### src/rtl/alu_rr_arbiter_if.sv
// Request/response bundle between the requester clients and the ALU arbiter.
// Requester i owns bits [i] of req_valid/req_ready, [8i+7:8i] of req_a/req_b, [2i+1:2i] of req_op.
// master = client side (drives requests, accepts responses); slave = arbiter side.
interface alu_rr_arbiter_if #(
  parameter int NUM_REQ = 4,
  parameter int ID_W    = 2
);
  logic [NUM_REQ-1:0]   req_valid;
  logic [NUM_REQ-1:0]   req_ready;
  logic [NUM_REQ*8-1:0] req_a;
  logic [NUM_REQ*8-1:0] req_b;
  logic [NUM_REQ*2-1:0] req_op;
  logic                 rsp_valid;
  logic                 rsp_ready;
  logic [ID_W-1:0]      rsp_id;
  logic [7:0]           rsp_result;
  logic [2:0]           rsp_flags;

  modport master (
    output req_valid, req_a, req_b, req_op, rsp_ready,
    input  req_ready, rsp_valid, rsp_id, rsp_result, rsp_flags
  );

  modport slave (
    input  req_valid, req_a, req_b, req_op, rsp_ready,
    output req_ready, rsp_valid, rsp_id, rsp_result, rsp_flags
  );
endinterface

### src/rtl/alu_rr_arbiter.sv
// Round-robin arbiter sharing one registered 8-bit ALU among NUM_REQ requesters.
// Latency: accept edge to rsp_valid high is 2 clocks; one transaction in flight at a time.
// Backpressure: response held stable until rsp_ready; req_ready only asserted in IDLE.
module alu_rr_arbiter #(
  parameter int NUM_REQ = 4,  // 2..8
  parameter int ID_W    = 2   // must equal $clog2(NUM_REQ) and match the interface
) (
  input  logic               clk,
  input  logic               rst_n,
  alu_rr_arbiter_if.slave    bus,
  output logic [7:0]         alu_a,
  output logic [7:0]         alu_b,
  output logic [1:0]         alu_opcode,
  input  logic [7:0]         alu_result,
  input  logic               alu_zero,
  input  logic               alu_carry,
  input  logic               alu_overflow,
  output logic               busy
);

  localparam logic [1:0] IDLE    = 2'd0;
  localparam logic [1:0] ISSUE   = 2'd1;
  localparam logic [1:0] CAPTURE = 2'd2;
  localparam logic [1:0] RESP    = 2'd3;

  logic [1:0]      state;
  logic [ID_W-1:0] last_grant;
  logic [ID_W-1:0] cur_id;
  logic [ID_W-1:0] win_id;
  logic [ID_W-1:0] cand;
  logic            win_found;
  logic            accept;

  // Search for the first valid requester after last_grant, wrapping modulo NUM_REQ
  always_comb begin
    win_found = 1'b0;
    win_id    = '0;
    cand      = '0;
    for (int k = 1; k <= NUM_REQ; k++) begin
      cand = ID_W'((int'(last_grant) + k) % NUM_REQ);
      if (!win_found && bus.req_valid[cand]) begin
        win_found = 1'b1;
        win_id    = cand;
      end
    end
  end

  // The winner is always valid, so offering ready to it in IDLE is an accept
  always_comb begin
    accept        = (state == IDLE) && win_found;
    bus.req_ready = '0;
    if (accept) bus.req_ready[win_id] = 1'b1;
    busy          = (state != IDLE);
  end

  // FSM sequencing; priority pointer moves only when a request is accepted
  always_ff @(posedge clk or negedge rst_n) begin
    if (!rst_n) begin
      state      <= IDLE;
      last_grant <= ID_W'(NUM_REQ - 1);
      cur_id     <= '0;
    end else begin
      case (state)
        IDLE: begin
          if (win_found) begin
            state      <= ISSUE;
            last_grant <= win_id;
            cur_id     <= win_id;
          end
        end
        ISSUE:   state <= CAPTURE;
        CAPTURE: state <= RESP;
        RESP:    if (bus.rsp_ready) state <= IDLE;
        default: state <= IDLE;
      endcase
    end
  end

  // ALU operands sampled from the winner only at the accept edge, then left untouched
  always_ff @(posedge clk or negedge rst_n) begin
    if (!rst_n) begin
      alu_a      <= '0;
      alu_b      <= '0;
      alu_opcode <= '0;
    end else if (accept) begin
      alu_a      <= bus.req_a[8*int'(win_id) +: 8];
      alu_b      <= bus.req_b[8*int'(win_id) +: 8];
      alu_opcode <= bus.req_op[2*int'(win_id) +: 2];
    end
  end

  // Capture the ALU outputs verbatim in CAPTURE and hold them until the response is taken
  always_ff @(posedge clk or negedge rst_n) begin
    if (!rst_n) begin
      bus.rsp_valid  <= 1'b0;
      bus.rsp_id     <= '0;
      bus.rsp_result <= '0;
      bus.rsp_flags  <= '0;
    end else if (state == CAPTURE) begin
      bus.rsp_valid  <= 1'b1;
      bus.rsp_id     <= cur_id;
      bus.rsp_result <= alu_result;
      bus.rsp_flags  <= {alu_overflow, alu_carry, alu_zero};
    end else if (state == RESP && bus.rsp_ready) begin
      bus.rsp_valid  <= 1'b0;
    end
  end

endmodule

### src/flat_wrapper.sv
// flat-port wrapper written by rule: the top's interface ports become plain ports
module alu_rr_arbiter_flat 
#(
  parameter int NUM_REQ = 4,         
  parameter int ID_W    = 2                                                        
)
  (clk, rst_n, alu_a, alu_b, alu_opcode, alu_result, alu_zero, alu_carry, alu_overflow, busy, bus_req_valid, bus_req_a, bus_req_b, bus_req_op, bus_rsp_ready, bus_req_ready, bus_rsp_valid, bus_rsp_id, bus_rsp_result, bus_rsp_flags);
  alu_rr_arbiter_if #(.NUM_REQ(NUM_REQ), .ID_W(ID_W)) bus_i ();
  input  logic clk;
  input  logic rst_n;
  output logic [7:0] alu_a;
  output logic [7:0] alu_b;
  output logic [1:0] alu_opcode;
  input  logic [7:0] alu_result;
  input  logic alu_zero;
  input  logic alu_carry;
  input  logic alu_overflow;
  output logic busy;
  input wire logic [$bits(bus_i.req_valid)-1:0] bus_req_valid;
  input wire logic [$bits(bus_i.req_a)-1:0] bus_req_a;
  input wire logic [$bits(bus_i.req_b)-1:0] bus_req_b;
  input wire logic [$bits(bus_i.req_op)-1:0] bus_req_op;
  input wire logic [$bits(bus_i.rsp_ready)-1:0] bus_rsp_ready;
  output wire logic [$bits(bus_i.req_ready)-1:0] bus_req_ready;
  output wire logic [$bits(bus_i.rsp_valid)-1:0] bus_rsp_valid;
  output wire logic [$bits(bus_i.rsp_id)-1:0] bus_rsp_id;
  output wire logic [$bits(bus_i.rsp_result)-1:0] bus_rsp_result;
  output wire logic [$bits(bus_i.rsp_flags)-1:0] bus_rsp_flags;
  assign bus_i.req_valid = bus_req_valid;
  assign bus_i.req_a = bus_req_a;
  assign bus_i.req_b = bus_req_b;
  assign bus_i.req_op = bus_req_op;
  assign bus_i.rsp_ready = bus_rsp_ready;
  assign bus_req_ready = bus_i.req_ready;
  assign bus_rsp_valid = bus_i.rsp_valid;
  assign bus_rsp_id = bus_i.rsp_id;
  assign bus_rsp_result = bus_i.rsp_result;
  assign bus_rsp_flags = bus_i.rsp_flags;
  alu_rr_arbiter #(.NUM_REQ(NUM_REQ), .ID_W(ID_W)) u_core (.clk(clk), .rst_n(rst_n), .bus(bus_i), .alu_a(alu_a), .alu_b(alu_b), .alu_opcode(alu_opcode), .alu_result(alu_result), .alu_zero(alu_zero), .alu_carry(alu_carry), .alu_overflow(alu_overflow), .busy(busy));
endmodule
### config.mk
export PLATFORM = sky130hd
export DESIGN_NAME = alu_rr_arbiter_flat
export DESIGN_NICKNAME = d
export VERILOG_FILES = /design/src/rtl/alu_rr_arbiter_if.sv /design/src/rtl/alu_rr_arbiter.sv /design/src/flat_wrapper.sv
export SDC_FILE = /design/constraint.sdc
export NUM_CORES = 1
export LEC_CHECK = 0
export BUFFER_PORTS_ARGS = -buffer_cell sky130_fd_sc_hd__buf_2
export CORE_MARGIN = 4
export CORE_UTILIZATION = 40
export CTS_CLUSTER_DIAMETER = 200
export DETAILED_ROUTE_END_ITERATION = 10
export PLACE_DENSITY = 0.77
export SYNTH_ARGS = -nofsm -noshare
export SYNTH_HDL_FRONTEND = slang
export SYNTH_SLANG_ARGS = --single-unit
### constraint.sdc
create_clock -name clk -period 1.9 [get_ports clk]
set_input_delay 0.19 -clock clk [delete_from_list [all_inputs] [get_ports clk]]
set_output_delay 0.19 -clock clk [all_outputs]
set_load 0.02 [all_outputs]
==> metrics.cfg, run 1 <==
[finish]
utilization_pct=69.8
fillers=416
area_delta_synth_final_pct=65.6
multi_input_area_um2=1320
finalNetCount=469
register_area_um2=953
drive_gt1_share_pct=63.3
layout_common_cells=buf_2, dfrtp_1, and3_1, a211oi_2, buf_4
diodes=0
layout_commonest_cell=buf_2

[power_and_ir_drop]
p_per_area_nw_per_um2=1620
ir_drop_v=0.000901
p_leak_nw=1.75

[route]
vias=2340
routed_wl_mm=7.35
dr.pass1.iters=4
ant_nets=0
viasPerCell=5.25
drtIter0Drc=84
wire_per_inst_um=16.5
drc=0

[timing]
setup_ws_ns=-0.197
worst_pin_slew_ns=0.841
setup_viol_count_final=21
hold_slack_ns=0.00679
drv_slew=0
skew_ns=0.0119
tns_ns=-2.59
period_minus_slack_ns=2.10
fmax_ghz=0.477
timing_hold_violations_final=0
slew_headroom_pct=43.9
rsz0062_at_grt=yes
finalCritPeriodShare_pct=110

[global_routing]
gr-usage-all-layers_pct=20.6
grt_antenna_before_repair=0
grt_pass1_vias=2321
grt_max_degree=39
grt_pass1_wl_mm=10.6
grt-ovfl-total=0

[floorplan]
dieHeight_um=82.3
io_pins=127
start_util_pct=42.2
dieArea_um2=6770
core_area_um2=5240
die_w_um=82.3
num_rows=26

[worst_setup_path]
r2r-end=u_core.alu_a[5]$_DFFE_PN0P_
path_max_fanout=4
worst-setup-path-type=reg2out
reg2reg_from=u_core.last_grant[0]$_DFFE_PN1P_
arrival_ns=1.91
startpoint_type=flip-flop
required_ns=1.71
end_kind=output port
reg2reg_slack_ns=-0.18
startpoint=u_core.last_grant[0]$_DFFE_PN1P_
rr_worst_depth=8
endpoint=bus_req_ready[2]

[logic_synthesis]
synth_warnings=0
syn_area_um2=2210
syn_inst=223
ys_seq_area_share_pct=43.2
syn_avg_cell_area_um2=9.90
yosysUniqueCellTypes=28
synth_nets=317
ys_ff_latch=38

[clocking]
cts.clk_slew.worst_paths_ns=0.08
clock-sinks=38
clk_latency_ns=0.29
htree_levels=2
clockBufferDepth=2
root_buffer=clkbuf_8
cts_tree=built
cts-buffers-inserted=5

[placed_design]
gp_congestion=0.727
hpwlAfterDp_mm=4.51
io_buffer_count=126

[run_status]
violations=negative setup slack
outcome=finished with violations

[run]
drv_cap=0

[worst_hold_path]
hp-class=in2async

flip-flops by register name (all words and copies together), names as in the netlist, 2 cells and up:
signal	cells
u_core.alu_a	8
u_core.alu_b	8
u_core.alu_opcode	2
u_core.bus.rsp_flags	3
u_core.bus.rsp_id	2
u_core.bus.rsp_result	8
u_core.cur_id	2
u_core.last_grant	2
u_core.state	2
where the power goes:
part           internal [mW]  switching, mW
Sequential              1.25          0.215
Clock                  0.387          0.294
Combinational           1.80           1.99
cell usage after synthesis (all sizes together):
cell type / n / share of area, %
clkbuf: 13 / 2.2
inv: 5 / 0.85
a21o: 1 / 0.34
nand2: 3 / 0.51
a2bb2oi: 1 / 0.40
dfrtp: 36 / 41
and3: 36 / 10
a21oi: 5 / 1.1
nor2: 26 / 4.8
nand2b: 2 / 0.57
o21ai: 6 / 1.4
ha: 4 / 2.3
or4b: 1 / 0.62
a21boi: 1 / 0.34
mux2: 13 / 6.6
dfstp: 2 / 2.4
and2: 1 / 0.28
o31ai: 1 / 0.34
a211oi: 36 / 16
o21bai: 1 / 0.34
nor4: 1 / 0.57
nor2b: 2 / 0.57
mux2i: 1 / 0.45
buf: 7 / 2.2
nor3: 18 / 4.1
what timing repair did:
action | in CTS | in global routing
setup endpoints to repair | 6 | 24
gates cloned | 4 | 3
buffers inserted | 16 | 4
pin swaps | 12 | 26
gates resized for setup | 16 | 34
hold buffers | 0 | 0
worst min-delay path by stage:
stage	slack, ns	end
6_report	0.007	u_core.bus.rsp_flags[0]$_DFFE_PN0P_
5_1_grt	0.09	u_core.bus.rsp_result[1]$_DFFE_PN0P_
3_3_place_gp	0.34	u_core.bus.rsp_result[6]$_DFFE_PN0P_
2_1_floorplan	-0.11	u_core.alu_a[0]$_DFFE_PN0P_
4_1_cts	0.04	u_core.alu_a[3]$_DFFE_PN0P_
3_5_place_dp	0.36	u_core.bus.rsp_flags[0]$_DFFE_PN0P_
routing by layer:
layer	vias up	GRT usage [%]	wire, um
li1	1114	-	-
met4	0	6.48	66
met5	-	0	0
met1	1114	24.0	2990
met2	105	36.1	3660
met3	7	5.86	641
metrics by stage:
| stage | total power, mW | worst slack [ns] | instances | area, um2 |
|---|---|---|---|---|
| detailed placement | 4.36 | 0.00134 | 411 | 3000 |
| floorplan | 3.41 | 0.0127 | 223 | 2230 |
| global placement | 4.29 | 0.0356 | 411 | 3000 |
| finish | 5.93 | -0.197 | 446 | 3660 |
| global route | 6.34 | -0.250 | 446 | 3660 |
| CTS | 5.55 | -0.200 | 439 | 3420 |
area by class of cell:
cell class,count,share of cell area (%)
Clock inverter,3,1.09
Timing Repair Buffer,165,31.9
Tap cell,70,2.39
Sequential cell,38,26.1
Inverter,5,0.513
Multi-Input combinational cell,160,36.1
Clock buffer,5,1.88
worst max-delay path: stages, from the launching register on:
cell and delay (ns):
dfstp_2 0.54, nand2b_4 0.14, nor2_4 0.04, or4b_4 0.56, buf_12 0.16, nor2_4 0.07, buf_6 0.12
cell families after synthesis:
| kind of cell | after synthesis | synth area share [%] |
|---|---|---|
| buffers and inverters | 25 | 5.21 |
| muxes | 14 | 7.08 |
| adders and majority gates | 4 | 2.27 |
| DFF | 38 | 43.2 |
| and+or+nand+nor | 90 | 22.2 |
| AOI/OAI and AO/OA | 52 | 20.1 |
Power figures use the tool's default switching activity.
==> run 2, diff against run 1 <==
--- a/config.mk
+++ b/config.mk
@@ -5,12 +5,14 @@
 export SDC_FILE = /design/constraint.sdc
 export NUM_CORES = 1
 export LEC_CHECK = 0
+export ABC_AREA = 1
 export BUFFER_PORTS_ARGS = -buffer_cell sky130_fd_sc_hd__buf_2
 export CORE_MARGIN = 4
-export CORE_UTILIZATION = 40
+export CORE_UTILIZATION = 42
 export CTS_CLUSTER_DIAMETER = 200
 export DETAILED_ROUTE_END_ITERATION = 10
-export PLACE_DENSITY = 0.77
+export PLACE_DENSITY = 0.78
+export RECOVER_POWER = 25
 export SYNTH_ARGS = -nofsm -noshare
 export SYNTH_HDL_FRONTEND = slang
 export SYNTH_SLANG_ARGS = --single-unit
==> run 2 against run 1 <==
  * The run still ends with negative setup slack left
  * Cell area rose by 4.7%
  * Global-route usage fell by 0.34 points
  * Non-clock buffer count unchanged
  * Wire length increased by 6.6%
  * Cell count increased by 22%
  * Largest cell class unchanged
==> metrics.cfg, run 2 <==
[worst_setup_path]
required_ns=1.71  ; about the same
startpoint_type=flip-flop  ; unchanged
arrival_ns=2.13  ; was 1.91 ns
worst-setup-path-type=reg2out  ; unchanged
rr_worst_depth=15  ; was 8
endpoint=bus_req_ready[0]  ; was bus_req_ready[2]
r2r-end=u_core.alu_a[6]$_DFFE_PN0P_  ; was u_core.alu_a[5]$_DFFE_PN0P_
reg2reg_from=u_core.last_grant[0]$_DFFE_PN1P_  ; unchanged
startpoint=u_core.last_grant[0]$_DFFE_PN1P_  ; unchanged
path_max_fanout=7  ; was 4
end_kind=output port  ; unchanged
reg2reg_slack_ns=-0.32  ; was -0.18 ns

[finish]
multi_input_area_um2=1530  ; was 1320 um2
diodes=0  ; unchanged
design_area_um2=3830  ; was 3660 um2
finalNetCount=566  ; was 469
area_delta_synth_final_pct=53.0  ; was 65.6%
top_regs=u_core.alu_a x8, u_core.alu_b x8, u_core.bus.rsp_result x8  ; unchanged
register_area_um2=953  ; unchanged
utilization_pct=67.8  ; was 69.8%
layout_commonest_cell=buf_2  ; unchanged
drive_gt1_share_pct=54.1  ; was 63.3%
fillers=460  ; was 416
layout_common_cells=buf_2, nand2_1, nand3_1, dfrtp_1, nand2_2  ; was buf_2, dfrtp_1, and3_1, a211oi_2, buf_4

[route]
ant_nets=0  ; unchanged
viasPerCell=5.12  ; was 5.25
routed_wl_mm=7.84  ; was 7.35 mm
drtIter0Drc=148  ; was 84
dr.pass1.iters=4  ; unchanged
drc=0  ; unchanged
wire_per_inst_um=14.4  ; was 16.5 um
vias=2788  ; was 2340

[global_routing]
gr-usage-all-layers_pct=20.2  ; was 20.6%
grt_pass1_vias=2744  ; was 2321
grt_pass1_wl_mm=12.3  ; was 10.6 mm
grt_max_degree=39  ; unchanged
grt_antenna_before_repair=0  ; unchanged
grt-ovfl-total=0  ; unchanged

[power_and_ir_drop]
clockPowerShare_pct=7.3  ; was 11.5%
p_comb_share_pct=76.9  ; was 63.9%
ir_drop_v=0.00134  ; was 0.000901 V
p_int_mw=4.80  ; was 3.43 mW
p_per_area_nw_per_um2=2460  ; was 1620 nW/um2
power_switching_mw=4.60  ; was 2.50 mW
swShare_pct=48.9  ; was 42.2%
p_leak_nw=2.03  ; was 1.75 nW
seqPwrFrac_pct=15.8  ; was 24.7%

[timing]
skew_ns=0.00725  ; was 0.0119 ns
finalCritPeriodShare_pct=122  ; was 110%
slew_headroom_pct=38.1  ; was 43.9%
drv_slew=0  ; unchanged
fmax_ghz=0.432  ; was 0.477 GHz
setup_ws_ns=-0.415  ; was -0.197 ns
worst_pin_slew_ns=0.929  ; was 0.841 ns
rsz0062_at_grt=yes  ; unchanged
setup_viol_count_final=26  ; was 21
timing_hold_violations_final=0  ; unchanged
tns_ns=-7.31  ; was -2.59 ns
period_minus_slack_ns=2.32  ; was 2.10 ns

[clocking]
clk_latency_ns=0.29  ; about the same
clock-sinks=38  ; unchanged
cts_tree=built  ; unchanged
cts-buffers-inserted=5  ; unchanged
root_buffer=clkbuf_8  ; unchanged
htree_levels=2  ; unchanged
cts.clk_slew.worst_paths_ns=0.08  ; about the same
clockBufferDepth=2  ; unchanged

[logic_synthesis]
synth_area_leaders=dfrtp_1, nand3_1, nand2_1  ; was dfrtp_1, and3_1, a211oi_2
async_reset_ff_share_pct=100  ; unchanged
synth_edf_count=0  ; unchanged
syn_inst=322  ; was 223
yosysUniqueCellTypes=28  ; unchanged
ys_ff_latch=38  ; unchanged
ys_seq_area_share_pct=38.1  ; was 43.2%
synth_top_area_share_pct=36.0  ; was 40.8%
synth_warnings=0  ; unchanged
synth_ff_type=dfrtp_1  ; unchanged
synth_nets=416  ; was 317
yosysTopAreaCell=dfrtp_1  ; unchanged
syn_area_um2=2500  ; was 2210 um2
synthTopCellsByCount=nand2_1, nand3_1, dfrtp_1  ; was and3_1, dfrtp_1, nor2_1
synth.most_common_cell=nand2_1
syn_avg_cell_area_um2=7.77  ; was 9.90 um2

[floorplan]
dieArea_um2=7250  ; was 6770 um2
dieHeight_um=85.2  ; was 82.3 um
io_pins=127  ; unchanged
num_rows=27  ; was 26
start_util_pct=44.3  ; was 42.2%
die_w_um=85.2  ; was 82.3 um
core_area_um2=5640  ; was 5240 um2

[placed_design]
io_buffer_count=126  ; unchanged
post-place-ws_ns=-0.188  ; was 0.00134 ns
gp_congestion=0.808  ; was 0.727
hpwlAfterDp_mm=5.56  ; was 4.51 mm
place_area_um2=3320  ; was 3000 um2

[worst_hold_path]
hp-class=in2reg  ; was in2async

[run]
drv_cap=0  ; unchanged

[run_status]
violations=negative setup slack  ; unchanged
outcome=finished with violations  ; unchanged

[run 2: cell count changes after synthesis, sizes merged, moves of 13 or more]
cell and delta:
and3 -36, nand3 +96, nor3 -17, buf +13
a211oi -36, nor2 -16, nand2 +112
[run 2: kinds of logic (layout without fill, tap and decap cells)]
group | count (synthesis) | count (layout) | synth area share [%]
compound gates | 10 | 10 | 2.30
fa+ha+maj | 4 | 4 | 2.00
buf+inv | 36 | 187 | 9.30
flops | 38 | 38 | 38.1
mux | 12 | 12 | 5.40
simple gates | 222 | 222 | 42.9
[run 2: critical path: stages, from the launching register on]
cell     delay [ns]
dfstp_2        0.66
nand2_1        0.11
nand2_2        0.11
nand2_1        0.08
nand2_2        0.12
inv_2          0.07
nand2_2        0.08
nor2_4         0.04
nor2_4         0.16
inv_2          0.06
buf_6          0.13
nor2_4         0.09
buf_6          0.12
[run 2: how the worst min path moves through the flow]
stage / endpoint / slack [ns] / startpoint / cells after the start
after global placement: u_core.alu_b[3]$_DFFE_PN0P_ / 0.26 / rst_n / 2
after detailed placement: u_core.alu_b[3]$_DFFE_PN0P_ / 0.27 / rst_n / 2
after CTS: u_core.bus.rsp_result[5]$_DFFE_PN0P_ / 0.12 / alu_result[5] / 2
after floorplan: u_core.alu_a[0]$_DFFE_PN0P_ / -0.11 / rst_n / 0
final: u_core.bus.rsp_result[5]$_DFFE_PN0P_ / 0.13 / alu_result[5] / 2
after global routing: u_core.bus.rsp_flags[1]$_DFFE_PN0P_ / 0.13 / alu_carry / 2
[run 2: what timing repair did]
| action | 4_1_cts | 5_1_grt |
|---|---|---|
| gates cloned | 0 | 2 |
| gates resized for setup | 34 | 33 |
| setup endpoints to repair | 28 | 28 |
| setup buffers | 8 | 4 |
| pin swaps | 12 | 23 |
| hold endpoints to repair | 36 | 0 |
| hold buffers | 1 | 0 |
[run 2: metal layers]
metal	track usage, %	share of wire (%)	vias up
li1	-	-	1366
met1	25.5	41	1283
met2	35.7	50	129
met3	3.40	8.0	10
met4	5.32	1.2	0
met5	0	0	-
[run 2: power by group through the flow]
stage	Combinational (mW)	Sequential [mW]	Clock, mW
after floorplan	3.91	1.87	0
after global placement	5.67	1.49	0
after detailed placement	5.81	1.50	0
after CTS	6.38	1.49	0.707
after global routing	7.86	1.54	0.731
final	7.22	1.48	0.690
[run 2: metrics by stage]
step / hold slack, ns / total power [mW] / instances
2_1_floorplan: -0.106 / 5.78 / 322
3_3_place_gp: 0.262 / 7.16 / 522
3_5_place_dp: 0.269 / 7.31 / 522
4_1_cts: 0.125 / 8.57 / 539
5_1_grt: 0.125 / 10.1 / 545
6_report: 0.127 / 9.40 / 545
[run 2: layout make-up]
cell class	count	area share, %
sequential	38	24.9
inverter	14	1.63
clock inverter	3	1.18
tap	72	2.35
clock buffer	5	1.80
multi-input combinational	248	39.8
timing repair buffer	165	28.3
